### src/rtl/mfu_acc.sv
// Product unpack-and-accumulate stage for the mFU multiplier: splits packed products into lanes,
// sums them per beat and accumulates across a group. Define MFU_ACC_SAT_EN for saturating accumulation.
module mfu_acc #(
    parameter int ACC_W = 24
) (
    input  logic             clk,
    input  logic             nrst,
    input  logic             clr,
    input  logic             in_valid,
    output logic             in_ready,
    input  logic [1:0]       in_mode,
    input  logic [15:0]      in_p,
    input  logic             in_last,
    output logic             out_valid,
    input  logic             out_ready,
    output logic [ACC_W-1:0] out_sum,
    output logic [7:0]       out_beats,
    output logic             out_ovf,
    output logic             state_dbg
);

    // Handshakes: a beat moves on in_valid & in_ready, a result on out_valid & out_ready;
    // valid never waits on ready and payloads are held stable while valid is high.
    typedef enum logic {
        IDLE  = 1'b0,
        ACCUM = 1'b1
    } state_t;

    state_t           state;
    logic [ACC_W-1:0] acc;
    logic [7:0]       cnt;
    logic             grp_ovf;

    logic [ACC_W-1:0] beat;
    logic [ACC_W-1:0] acc_nxt;
    logic [7:0]       cnt_nxt;
    logic             clamp;
    logic             ovf_nxt;
    logic             take;

    assign in_ready  = ~out_valid | out_ready;
    assign take      = in_valid & in_ready;
    assign state_dbg = state;

    always_comb begin
        beat = '0;
        unique case (in_mode)
            2'b01: beat = {{(ACC_W-16){in_p[15]}}, in_p};
            2'b10: beat = {{(ACC_W-8){in_p[15]}}, in_p[15:8]}
                        + {{(ACC_W-8){in_p[7]}},  in_p[7:0]};
            2'b11: beat = {{(ACC_W-4){in_p[15]}}, in_p[15:12]}
                        + {{(ACC_W-4){in_p[11]}}, in_p[11:8]}
                        + {{(ACC_W-4){in_p[7]}},  in_p[7:4]}
                        + {{(ACC_W-4){in_p[3]}},  in_p[3:0]};
            default: beat = '0;
        endcase
    end

`ifdef MFU_ACC_SAT_EN
    logic [ACC_W:0] wide;
    assign wide = {acc[ACC_W-1], acc} + {beat[ACC_W-1], beat};

    // Top two bits disagree exactly when the signed sum left the ACC_W range.
    always_comb begin
        acc_nxt = wide[ACC_W-1:0];
        clamp   = 1'b0;
        if (wide[ACC_W] != wide[ACC_W-1]) begin
            clamp   = 1'b1;
            acc_nxt = wide[ACC_W] ? {1'b1, {(ACC_W-1){1'b0}}} : {1'b0, {(ACC_W-1){1'b1}}};
        end
    end
`else
    assign acc_nxt = acc + beat;
    assign clamp   = 1'b0;
`endif

    assign ovf_nxt = grp_ovf | clamp;
    assign cnt_nxt = (cnt == 8'hFF) ? 8'hFF : cnt + 8'd1;

    always_ff @(posedge clk or negedge nrst) begin
        if (!nrst) begin
            state     <= IDLE;
            acc       <= '0;
            cnt       <= '0;
            grp_ovf   <= 1'b0;
            out_valid <= 1'b0;
            out_sum   <= '0;
            out_beats <= '0;
            out_ovf   <= 1'b0;
        end else if (clr) begin
            state     <= IDLE;
            acc       <= '0;
            cnt       <= '0;
            grp_ovf   <= 1'b0;
            out_valid <= 1'b0;
        end else begin
            if (out_valid && out_ready) begin
                out_valid <= 1'b0;
            end
            if (take) begin
                if (in_last) begin
                    out_sum   <= acc_nxt;
                    out_beats <= cnt_nxt;
                    out_ovf   <= ovf_nxt;
                    out_valid <= 1'b1;
                    acc       <= '0;
                    cnt       <= '0;
                    grp_ovf   <= 1'b0;
                    state     <= IDLE;
                end else begin
                    acc     <= acc_nxt;
                    cnt     <= cnt_nxt;
                    grp_ovf <= ovf_nxt;
                    state   <= ACCUM;
                end
            end
        end
    end

endmodule

### config.mk
export PLATFORM = sky130hd
export DESIGN_NAME = mfu_acc
export DESIGN_NICKNAME = d
export VERILOG_FILES = /design/src/rtl/mfu_acc.sv
export SDC_FILE = /design/constraint.sdc
export NUM_CORES = 1
export LEC_CHECK = 0
export BUFFER_PORTS_ARGS = -buffer_cell sky130_fd_sc_hd__buf_2
export CORE_AREA = 4 4 94 96
export DETAILED_ROUTE_END_ITERATION = 7
export DIE_AREA = 0 0 98 100
export PLACE_DENSITY = 0.79
export RECOVER_POWER = 25
export SETUP_SLACK_MARGIN = 0.2
export SYNTH_ARGS = -nofsm -noshare
export SYNTH_HDL_FRONTEND = slang
export SYNTH_SLANG_ARGS = --single-unit
### constraint.sdc
create_clock -name clk -period 3.8 [get_ports clk]
set_clock_uncertainty 0.2 [all_clocks]
set_input_delay 0.76 -clock clk [delete_from_list [all_inputs] [get_ports clk]]
set_output_delay 0.76 -clock clk [all_outputs]
set_load 0.1 [all_outputs]
# After elaboration in Yosys (flattened, before gate mapping)
# Index checks and enable logic that the tools add are counted.
# totals
in_bits,24
out_inout_bits,36
register_bits,68
word_cells,45
# op_classes
n_addsub,6
eq_ne,4
mux,18
n_bitwise,4
reduce_logical,5
# op_table
operator,count
two-way mux 24 bit,3
one-hot mux 24 bit (3 select lines),1
two-way mux 8 bit,4
adder 24 bit,1
two-way mux 1 bit,10
adder 8 x 8 -> 9 bit,1
adder 8 x 1 -> 8 bit (second input constant),1
== test 8 bit (second input constant),1
adder 6 x 4 -> 7 bit,1
adder 5 x 4 -> 6 bit,1
adder 4 x 4 -> 5 bit,1
== test 2 bit (second input constant),2
nonzero test 2 bit,2
AND reduction 3 bit,1
== test 2 x 1 -> 1 bit (second input constant),1
NOT 1 bit,2
AND reduction 2 bit,1
bitwise AND 1 bit,1
logical AND 1 bit,1
OR 1 bit,1

# Longest topological paths before layout
# Gate-level depths: netlist of run 1.
# depth
depth_word,8
depth_mapped,20
ltp_nobuf,20

# Worst setup path after synthesis of run 1
# No wires, ideal clock.
# synth_timing
path_kind,input port to flip-flop
startpoint,input port in_p[2]
endpoint,register out_sum[22]
path_buffers,1
setup_slack_ns,-1.283
cell_stages,18
setup_ns,0.128
t_arrival_ns,4.754
required_ns,3.472
cell_sequence,inv_1 -> fa_1 -> fa_1 -> inv_1 -> ha_1 -> a211oi_1 -> o211ai_1 -> a21oi_1 -> o32a_1 -> ha_1 -> clkbuf_1 -> a21oi_1 -> o21ai_0 -> a221o_1 -> a21oi_1 -> o21ai_1 -> xor2_1 -> mux2_1
# synth_via
elab_chain_cells,3
word_cells_on_any_way,4
classes_between,add/sub: 3; mux: 1
# synth_rtl
element,line_no,rtl
"start, declared",12,"input logic [15:0] in_p,"
adder 8 x 8 -> 9 bit or adder 6 x 4 -> 7 bit (tied branches),"50, 54",
one-hot mux 24 bit (3 select lines) (*),47,unique case (in_mode)
adder 24 bit (*),73,assign acc_nxt = acc + beat;
"end signal, assigned",102,out_sum <= acc_nxt;
"end, declared",16,"output logic [ACC_W-1:0] out_sum,"
# Every way passes the cells marked *; elsewhere a longest branch is shown, timed or not.
# A chain may end at the register's enable or synchronous reset.

# Worst setup path after layout of run 1
# layout_timing
startpoint,input port in_p[9]
endpoint,register out_sum[19]
# layout_via
elab_chain_cells,5
word_cells_on_any_way,6
classes_between,add/sub: 5; mux: 1
# layout_rtl
element,line_no,rtl
adder 4 x 4 -> 5 bit,52,"+ {{(ACC_W-4){in_p[11]}}, in_p[11:8]}"
adder 5 x 4 -> 6 bit,53,"+ {{(ACC_W-4){in_p[7]}}, in_p[7:4]}"
adder 6 x 4 -> 7 bit,54,"+ {{(ACC_W-4){in_p[3]}}, in_p[3:0]};"
one-hot mux 24 bit (3 select lines) (*),47,
adder 24 bit (*),73,
# Marked as above.

==> metrics.md, run 1 <==
| Metric | Value |
|---|---|
| Status | `finished with violations` |
| Failing checks | `capacitance limit, slew limit, setup timing` |
| First-pass GRT wire length | `24,800 µm` |
| Final Hold Vio Count | `0` |
| Fin nets | `750` |
| Ant. Diodes | `0` |
| CP Max Fanout | `3` |
| Std-Cell Rows | `33` |
| Initial antenna violation count | `0` |
| Vias | `5,290` |
| Prevailing post-synth register cell | `dfrtp_1` |
| Hold_ws | `0.2831 ns` |
| DRT Pass-1 Iters | `5` |
| CTS root buffer | `clkbuf_8` |
| CTS buffer count | `9` |
| Clock Latency Late Sink | `0.36 ns` |
| Number of global-route vias before repair | `5,037` |
| H-tree depth | `3` |
| Area Growth Syn to Fin | `58.88%` |
| Hold Path Depth | `1` |
| DR iter-0 viols | `403` |
| Fmax | `201.9 MHz` |
| Max-cap violations | `1` |
| CTS tree | `done` |
| Synthesized area | `4616 µm²` |
| Setup WS pre-CTS | `-1.368 ns` |
| Clock Pin Slew Worst Setup and Hold Paths | `0.09 ns` |
| DP Wirelength | `9282 µm` |
| Count of input and output buffers | `58` |
| Min-delay src | `out_beats[0]$_DFFE_PN0P_` |
| Synth top area share | `35.78%` |
| Avg WL per Cell | `25.31 µm` |
| Yosys warning count | `0` |
| Largest net degree at the start of global routing | `67` |
| Ys async rst share | `100.0%` |
| Io pins | `60` |
| Inst Count DP | `735` |
| R2R cell count | `9` |
| CP Class | `in -> reg` |
| Worst Hold Path EP | `out_beats[0]$_DFFE_PN0P_` |
| CP endpoint kind | `flip-flop` |
| DRC viols | `0` |
| RSZ-0062 raised after global routing | `true` |
| Worst-Margin Slew | `1.656 ns` |
| Fillers | `290` |
| Lkg Pwr | `3.545 nW` |
| Cell taking the most area after synthesis | `dfrtp_1` |
| R2R Path End | `out_sum[18]$_DFFE_PN0P_` |
| Die Wd | `98 µm` |
| Reg area | `1652 µm²` |
| Final wirelength | `19,920 µm` |
| Required @ worst endpoint | `3.85 ns` |
| Starting density of the core | `57.33%` |
| CTS Buffer Depth | `2` |
| Multi-input logic area | `3732 µm²` |
| Post-layout min period | `4.953 ns` |
| PD cells | `524.5 nW/µm²` |
| Core area | `8051 µm²` |
| Syn Area/Cell | `9.478 µm²` |
| Final Worst Setup Slack | `-1.153 ns` |
| Worst vdd ir | `0.5186 mV` |
| Die Ht | `100 µm` |
| Final core occ | `91.08%` |
| Worst R2R Start | `acc[0]$_DFFE_PN0P_` |
| Layout Cells excl Fill | `787` |
| EDFF count, synth | `0` |
| #FFs+latches synth | `66` |
| Worst hold path type | `reg -> reg` |
| GR Overflow Total | `0` |
| Max-slew violations | `67` |
| Pwr Total | `3.846 mW` |
| Slew margin rel. | `-10.40%` |
| Period utilisation layout | `130.3%` |
| Post-synth cell types | `48` |
| # setup viols final | `41` |
| # clock sinks | `66` |
| Post-route ant nets | `0` |
| Startpoint types | `input port` |
| Top area cells in the synthesized netlist | `dfrtp_1 36%, ha_1 10%, a21oi_1 5.3%` |
| Mapped Nets | `560` |
| Cell count after synthesis | `487` |
| Hold-fix buffers, CTS | `0` |
| Seq/Total Area, Yosys | `35.78%` |
| GRT Total Usage | `31.82%` |
| R2R Setup Slk | `0.78 ns` |
| Vias per std cell | `6.722` |
| Share of cells above drive strength 1 | `54.11%` |
| Area of the die | `9800 µm²` |
| GP Congestion | `0.8896` |
| Critical path arrival | `5.00 ns` |
==> registers in the layout, indices dropped and copies added (netlist names) <==
register,cells
out_valid,1
out_beats,8
cnt,8
state_dbg,1
acc,24
out_sum,24
==> how the worst max path moves through the flow <==
| stage | startpoint | to | slack (ns) | cells after the start |
|---|---|---|---|---|
| after floorplan | in_p[9] | out_sum[22]$_DFFE_PN0P_ | -1.07 | 17 |
| after global placement | in_p[9] | out_sum[22]$_DFFE_PN0P_ | -1.30 | 18 |
| after detailed placement | in_p[9] | out_sum[22]$_DFFE_PN0P_ | -1.37 | 18 |
| after CTS | in_p[10] | out_sum[22]$_DFFE_PN0P_ | -0.95 | 18 |
| after global routing | in_p[9] | out_sum[19]$_DFFE_PN0P_ | -1.24 | 22 |
| final | in_p[9] | out_sum[19]$_DFFE_PN0P_ | -1.15 | 22 |
==> final cells by class <==
| class | instances | share of cell area (%) |
|---|---|---|
| Tap cell | 105 | 1.792 |
| Clock inverter | 7 | 1.058 |
| Clock buffer | 9 | 1.689 |
| Multi-Input combinational cell | 376 | 50.90 |
| Inverter | 24 | 1.331 |
| Sequential cell | 66 | 22.52 |
| Timing Repair Buffer | 200 | 20.71 |
==> cell families after synthesis <==
family	synth area share [%]
and+or+nand+nor	9.759
DFF	35.78
AOI/OAI and AO/OA	23.45
xor gates and xnor gates	6.777
buffers and inverters	3.741
other	0.08124
muxes	5.340
adders and majority gates	15.07
==> repair_timing <==
action                                 4_1_cts  5_1_grt
buffers inserted                            18       18
pin swaps                                   53       70
resized for setup                          113       65
gates cloned                                 0        0
endpoints found under the hold margin        0        0
setup endpoints to repair                   44       44
==> placed cells by master, fill, tap and decap left out, drive strengths merged, types with 10 or more instances in the layout <==
cell / count
clkbuf: 10
inv: 25
dfrtp: 66
nand2: 40
nor2: 28
a22o: 24
mux2: 21
a21oi: 49
o21ai: 47
buf: 199
a21o: 13
nand2b: 11
ha: 38
xnor2: 21
fa: 11
xor2: 12
==> worst max-delay path, cell delays in order <==
cell and delay [ns]:
buf_8 0.09, inv_8 0.03, fa_1 0.50, fa_1 0.53, inv_2 0.04, ha_4 0.16, buf_6 0.12, a21o_1 0.19
a211oi_2 0.18, o22ai_1 0.14, a22o_1 0.24, ha_4 0.30, buf_6 0.10, o211ai_1 0.16, o21bai_4 0.27, a21oi_4 0.09
o31ai_4 0.34, buf_6 0.18, buf_6 0.10, a21boi_2 0.05, xnor2_1 0.15, mux2_4 0.27
==> report_power, final <==
group	total [mW]	internal [mW]	leakage (nW)	switching (mW)
logic	2.31	0.800	2.56	1.51
registers	0.897	0.817	0.882	0.0803
clock network	0.640	0.308	0.0998	0.332
==> per-stage QoR <==
stage / instance area (µm²) / setup TNS (ns)
2_1_floorplan: 4853 / -27.70
3_3_place_gp: 5978 / -43.78
3_5_place_dp: 5978 / -46.82
4_1_cts: 6898 / -28.70
5_1_grt: 7333 / -40.13
6_report: 7333 / -38.12
==> synth_stat cells, types with 8 or more instances <==
| library cell | number |
|---|---|
| fa_1 | 11 |
| ha_1 | 38 |
| dfrtp_1 | 66 |
| a21o_1 | 13 |
| o21ai_0 | 46 |
| nand2b_1 | 11 |
| a22o_1 | 24 |
| clkbuf_1 | 20 |
| mux2_2 | 20 |
| and3_1 | 8 |
| xor2_1 | 12 |
| nand2_1 | 40 |
| xnor2_1 | 21 |
| nor2_1 | 28 |
| inv_1 | 24 |
| a21oi_1 | 49 |
==> metal layers <==
layer  wire [µm]  GRT usage (%)
met1        6483          35.41
met2        9525          59.11
met3        1792          4.239
met4        2117          16.72
met5           0              0
Note: power is estimated with default switching activity, not from simulation.
==> inputs of run 2 (changes only) <==
ABC_AREA = 1   (was unset)
CORE_AREA = 4 4 98 100   (was 4 4 94 96)
DIE_AREA = 0 0 102 104   (was 0 0 98 100)
PLACE_DENSITY = 0.78   (was 0.79)
==> metrics.md, run 2 <==
| Metric | Value |
|---|---|
| Status | `finished with violations` |
| Failing checks | `DRC, setup timing` |
| Core area | `8678 µm² (+7.8%)` |
| DRT Pass-1 Iters | `8 (+3)` |
| PD cells | `528.3 nW/µm² (+0.73%)` |
| RSZ-0062 raised after global routing | `true` |
| Simple-gate share of the synthesized area | `31.74% (+22 points)` |
| CTS buffer count | `9 (unchanged)` |
| Syn Area/Cell | `7.269 µm² (-23%)` |
| Largest family of logic cells by synthesized area | `simple AND/OR/NAND/NOR gates` |
| Fin nets | `981 (+31%)` |
| GP Congestion | `1.038 (+17%)` |
| GR Overflow Total | `0 (unchanged)` |
| Area of the die | `10,610 µm² (+8.2%)` |
| Number of global-route vias before repair | `6,410 (+27%)` |
| Reg area | `1652 µm² (unchanged)` |
| Flop pwr share | `20.9% (-2.4 points)` |
| Inst Count DP | `964 (+31%)` |
| Commonest non-fill, non-tap cells in the layout | `173 x nand2_1, 122 x buf_4, 66 x dfrtp_1` |
| Worst-Margin Slew | `1.472 ns (-0.1843 ns)` |
| Area Growth Syn to Fin | `61.95%` |
| Yosys warning count | `0 (unchanged)` |
| Synth top cells by count | `215 x nand2_1, 75 x inv_1, 66 x dfrtp_1, 54 x nor2_1, 52 x nand3_1` |
| DR iter-0 viols | `1,532 (+280%)` |
| CP endpoint kind | `flip-flop` |
| Critical path arrival | `5.34 ns (+0.34 ns)` |
| Clock Latency Late Sink | `0.37 ns (about the same)` |
| Multiplexer area fraction after synthesis | `0% (-5.3 points)` |
| Startpoint types | `input port` |
| Post-layout min period | `5.230 ns (+0.2769 ns)` |
| Multi-input logic area | `4210 µm² (+13%)` |
| DRC viols | `104 (+104)` |
| Final wirelength | `29,030 µm (+46%)` |
| CP Class | `in -> reg` |
| Worst hold path type | `reg -> reg` |
| Layout Cells excl Fill | `1,021 (+30%)` |
| Mapped Nets | `766 (+37%)` |
| Prevailing post-synth register cell | `dfrtp_1` |
| Cell taking the most area after synthesis | `dfrtp_1` |
| Clock Power Share | `15.3% (-1.3 points)` |
| Setup WS pre-CTS | `-1.142 ns (+0.2269 ns)` |
| EDFF count, synth | `0 (unchanged)` |
| Synthesized area | `5037 µm² (+9.1%)` |
| Required @ worst endpoint | `3.91 ns (+0.06 ns)` |
| Avg WL per Cell | `28.43 µm (+12%)` |
| Top area cells in the synthesized netlist | `dfrtp_1 33%, nand2_1 16%, ha_1 9.4%` |
| CP Max Fanout | `6 (+3)` |
| Synth top area share | `32.79% (-3.0 points)` |
| Worst vdd ir | `0.6079 mV (+17%)` |
| Std-Cell Rows | `34 (+3.0%)` |
| Slew margin rel. | `1.887% (+12 points)` |
| Period utilisation layout | `137.6% (+7.3 points)` |
| Max-slew violations | `0 (-100%)` |
| Count leader, synth | `nand2_1` |
| Share of cells above drive strength 1 | `48.08% (-6.0 points)` |
| Io pins | `60 (unchanged)` |
| Post-route ant nets | `0 (unchanged)` |
| Combinational share of power | `63.8% (+3.8 points)` |
| Starting density of the core | `58.04% (+0.72 points)` |
| Switching Share | `52.53% (+2.6 points)` |
| Post-synthesis compound-gate area fraction | `12.34% (-11 points)` |
| Max-cap violations | `0 (-1)` |
| First-pass GRT wire length | `31,190 µm (+26%)` |
| Commonest non-fill, non-tap cell in the layout | `nand2_1` |
| Lkg Pwr | `4.165 nW (+17%)` |
| Int Pwr | `2.046 mW (+6.3%)` |
| Fillers | `265 (-8.6%)` |
| Net Switching | `2.264 mW (+18%)` |
| Largest net degree at the start of global routing | `51 (-24%)` |
| CTS tree | `done` |
| Cell count after synthesis | `693 (+42%)` |
| # clock sinks | `66 (unchanged)` |
| Clock Pin Slew Worst Setup and Hold Paths | `0.09 ns (about the same)` |
| XOR/XNOR Fraction of Synth Area | `2.086% (-4.7 points)` |
| # setup viols final | `42 (+2.4%)` |
| Die Wd | `102 µm (+4.1%)` |
| GRT Total Usage | `37.74% (+5.9 points)` |
| Count of input and output buffers | `58 (unchanged)` |
| Final Worst Setup Slack | `-1.430 ns (-0.2769 ns)` |
| Adder and majority gate portion of the synthesized area | `13.81% (-1.3 points)` |
| Vias per std cell | `7.098 (+5.6%)` |
| Fmax | `191.2 MHz (-5.3%)` |
| Largest registers | `acc: 24 flops, out_sum: 24 flops` |
| Ys async rst share | `100.0% (unchanged)` |
| H-tree depth | `3 (unchanged)` |
| CTS root buffer | `clkbuf_8` |
| Die Ht | `104 µm (+4.0%)` |
| Seq/Total Area, Yosys | `32.79% (-3.0 points)` |
| Initial antenna violation count | `0 (unchanged)` |
| CTS Buffer Depth | `2 (unchanged)` |
| DP Wirelength | `12,460 µm (+34%)` |
| Ant. Diodes | `0 (unchanged)` |
| Post-synth cell types | `41 (-15%)` |
| #FFs+latches synth | `66 (unchanged)` |
| Vias | `7,247 (+37%)` |
| Final Hold Vio Count | `0 (unchanged)` |
==> run 2: power by group through the flow <==
stage               registers [mW]  clock network (mW)  logic (mW)
finish                       0.902               0.660        2.75
global route                 0.905               0.678        2.83
CTS                          0.879               0.634        2.23
detailed placement           0.882                   0        1.85
global placement             0.880                   0        1.81
floorplan                     1.50                   0       0.665
==> run 2: final timing paths <==
kind	from	to	slack, ns	depth (start not counted)
min	out_sum[20]$_DFFE_PN0P_	out_sum[20]$_DFFE_PN0P_	0.29	2
max	in_p[6]	acc[18]$_DFFE_PN0P_	-1.43	26
max reg2reg	acc[14]$_DFFE_PN0P_	acc[18]$_DFFE_PN0P_	1.13	11
min in group asynchronous	nrst	cnt[2]$_DFFE_PN0P_	0.52	1
max in group asynchronous	nrst	out_beats[2]$_DFFE_PN0P_	1.08	2
min reg2reg	out_sum[20]$_DFFE_PN0P_	out_sum[20]$_DFFE_PN0P_	0.29	2
==> run 2: logic make-up after synthesis <==
kind of cell | count (synthesis)
other cells | 1
compound gates | 107
buf+inv | 90
simple gates | 368
flops | 66
fa+ha+maj | 49
xor+xnor | 12
==> run 2: layer usage <==
layer	vias to the layer above	track usage [%]	part of all wire [%]
met5	-	0	0.75
met4	6	23.43	12
met3	392	8.249	16
met1	3203	43.84	30
li1	2701	-	-
met2	945	62.07	42
==> run 2: worst max-delay path: stages <==
cell,delay [ns]
buf_6,0.09
inv_4,0.04
fa_1,0.52
fa_1,0.53
inv_1,0.06
ha_1,0.28
nand2_1,0.08
inv_2,0.10
nand3_2,0.23
nand3_2,0.15
nand2_2,0.08
nand2_4,0.12
nand2_4,0.07
inv_6,0.09
buf_6,0.11
o21ai_4,0.06
ha_4,0.32
nand2_2,0.11
inv_2,0.09
nand2_2,0.14
nor2_4,0.26
nand4_1,0.42
nand3_2,0.26
or2_4,0.16
nand3_2,0.06
nand2_2,0.11
==> run 2: area by class of cell <==
| type | instances | area share [%] |
|---|---|---|
| Tap cell | 108 | 1.656 |
| Clock buffer | 10 | 1.687 |
| Multi-Input combinational cell | 537 | 51.61 |
| Clock inverter | 6 | 0.7975 |
| Sequential cell | 66 | 20.25 |
| Inverter | 79 | 3.911 |
| Timing Repair Buffer | 215 | 20.09 |
==> run 2: per-stage QoR <==
| stage | total power, mW | setup TNS [ns] | hold slack (ns) | util [%] | instance area, µm² |
|---|---|---|---|---|---|
| 2_1_floorplan | 2.163 | -15.03 | 0.2483 | - | 5177 |
| 3_3_place_gp | 2.691 | -38.10 | 0.2605 | 73.86 | 6410 |
| 3_5_place_dp | 2.735 | -40.69 | 0.2605 | 73.86 | 6410 |
| 4_1_cts | 3.740 | -16.01 | 0.1918 | 86.95 | 7546 |
| 5_1_grt | 4.408 | -45.74 | 0.3357 | 94.00 | 8158 |
| 6_report | 4.310 | -41.60 | 0.2934 | 94.00 | 8158 |
==> run 2: what timing repair did <==
item | 4_1_cts | 5_1_grt
pin swaps | 77 | 88
resized for setup | 153 | 123
gates cloned | 0 | 0
hold buffers | 0 | 0
endpoints found under the setup margin | 44 | 44
buffers inserted | 30 | 11
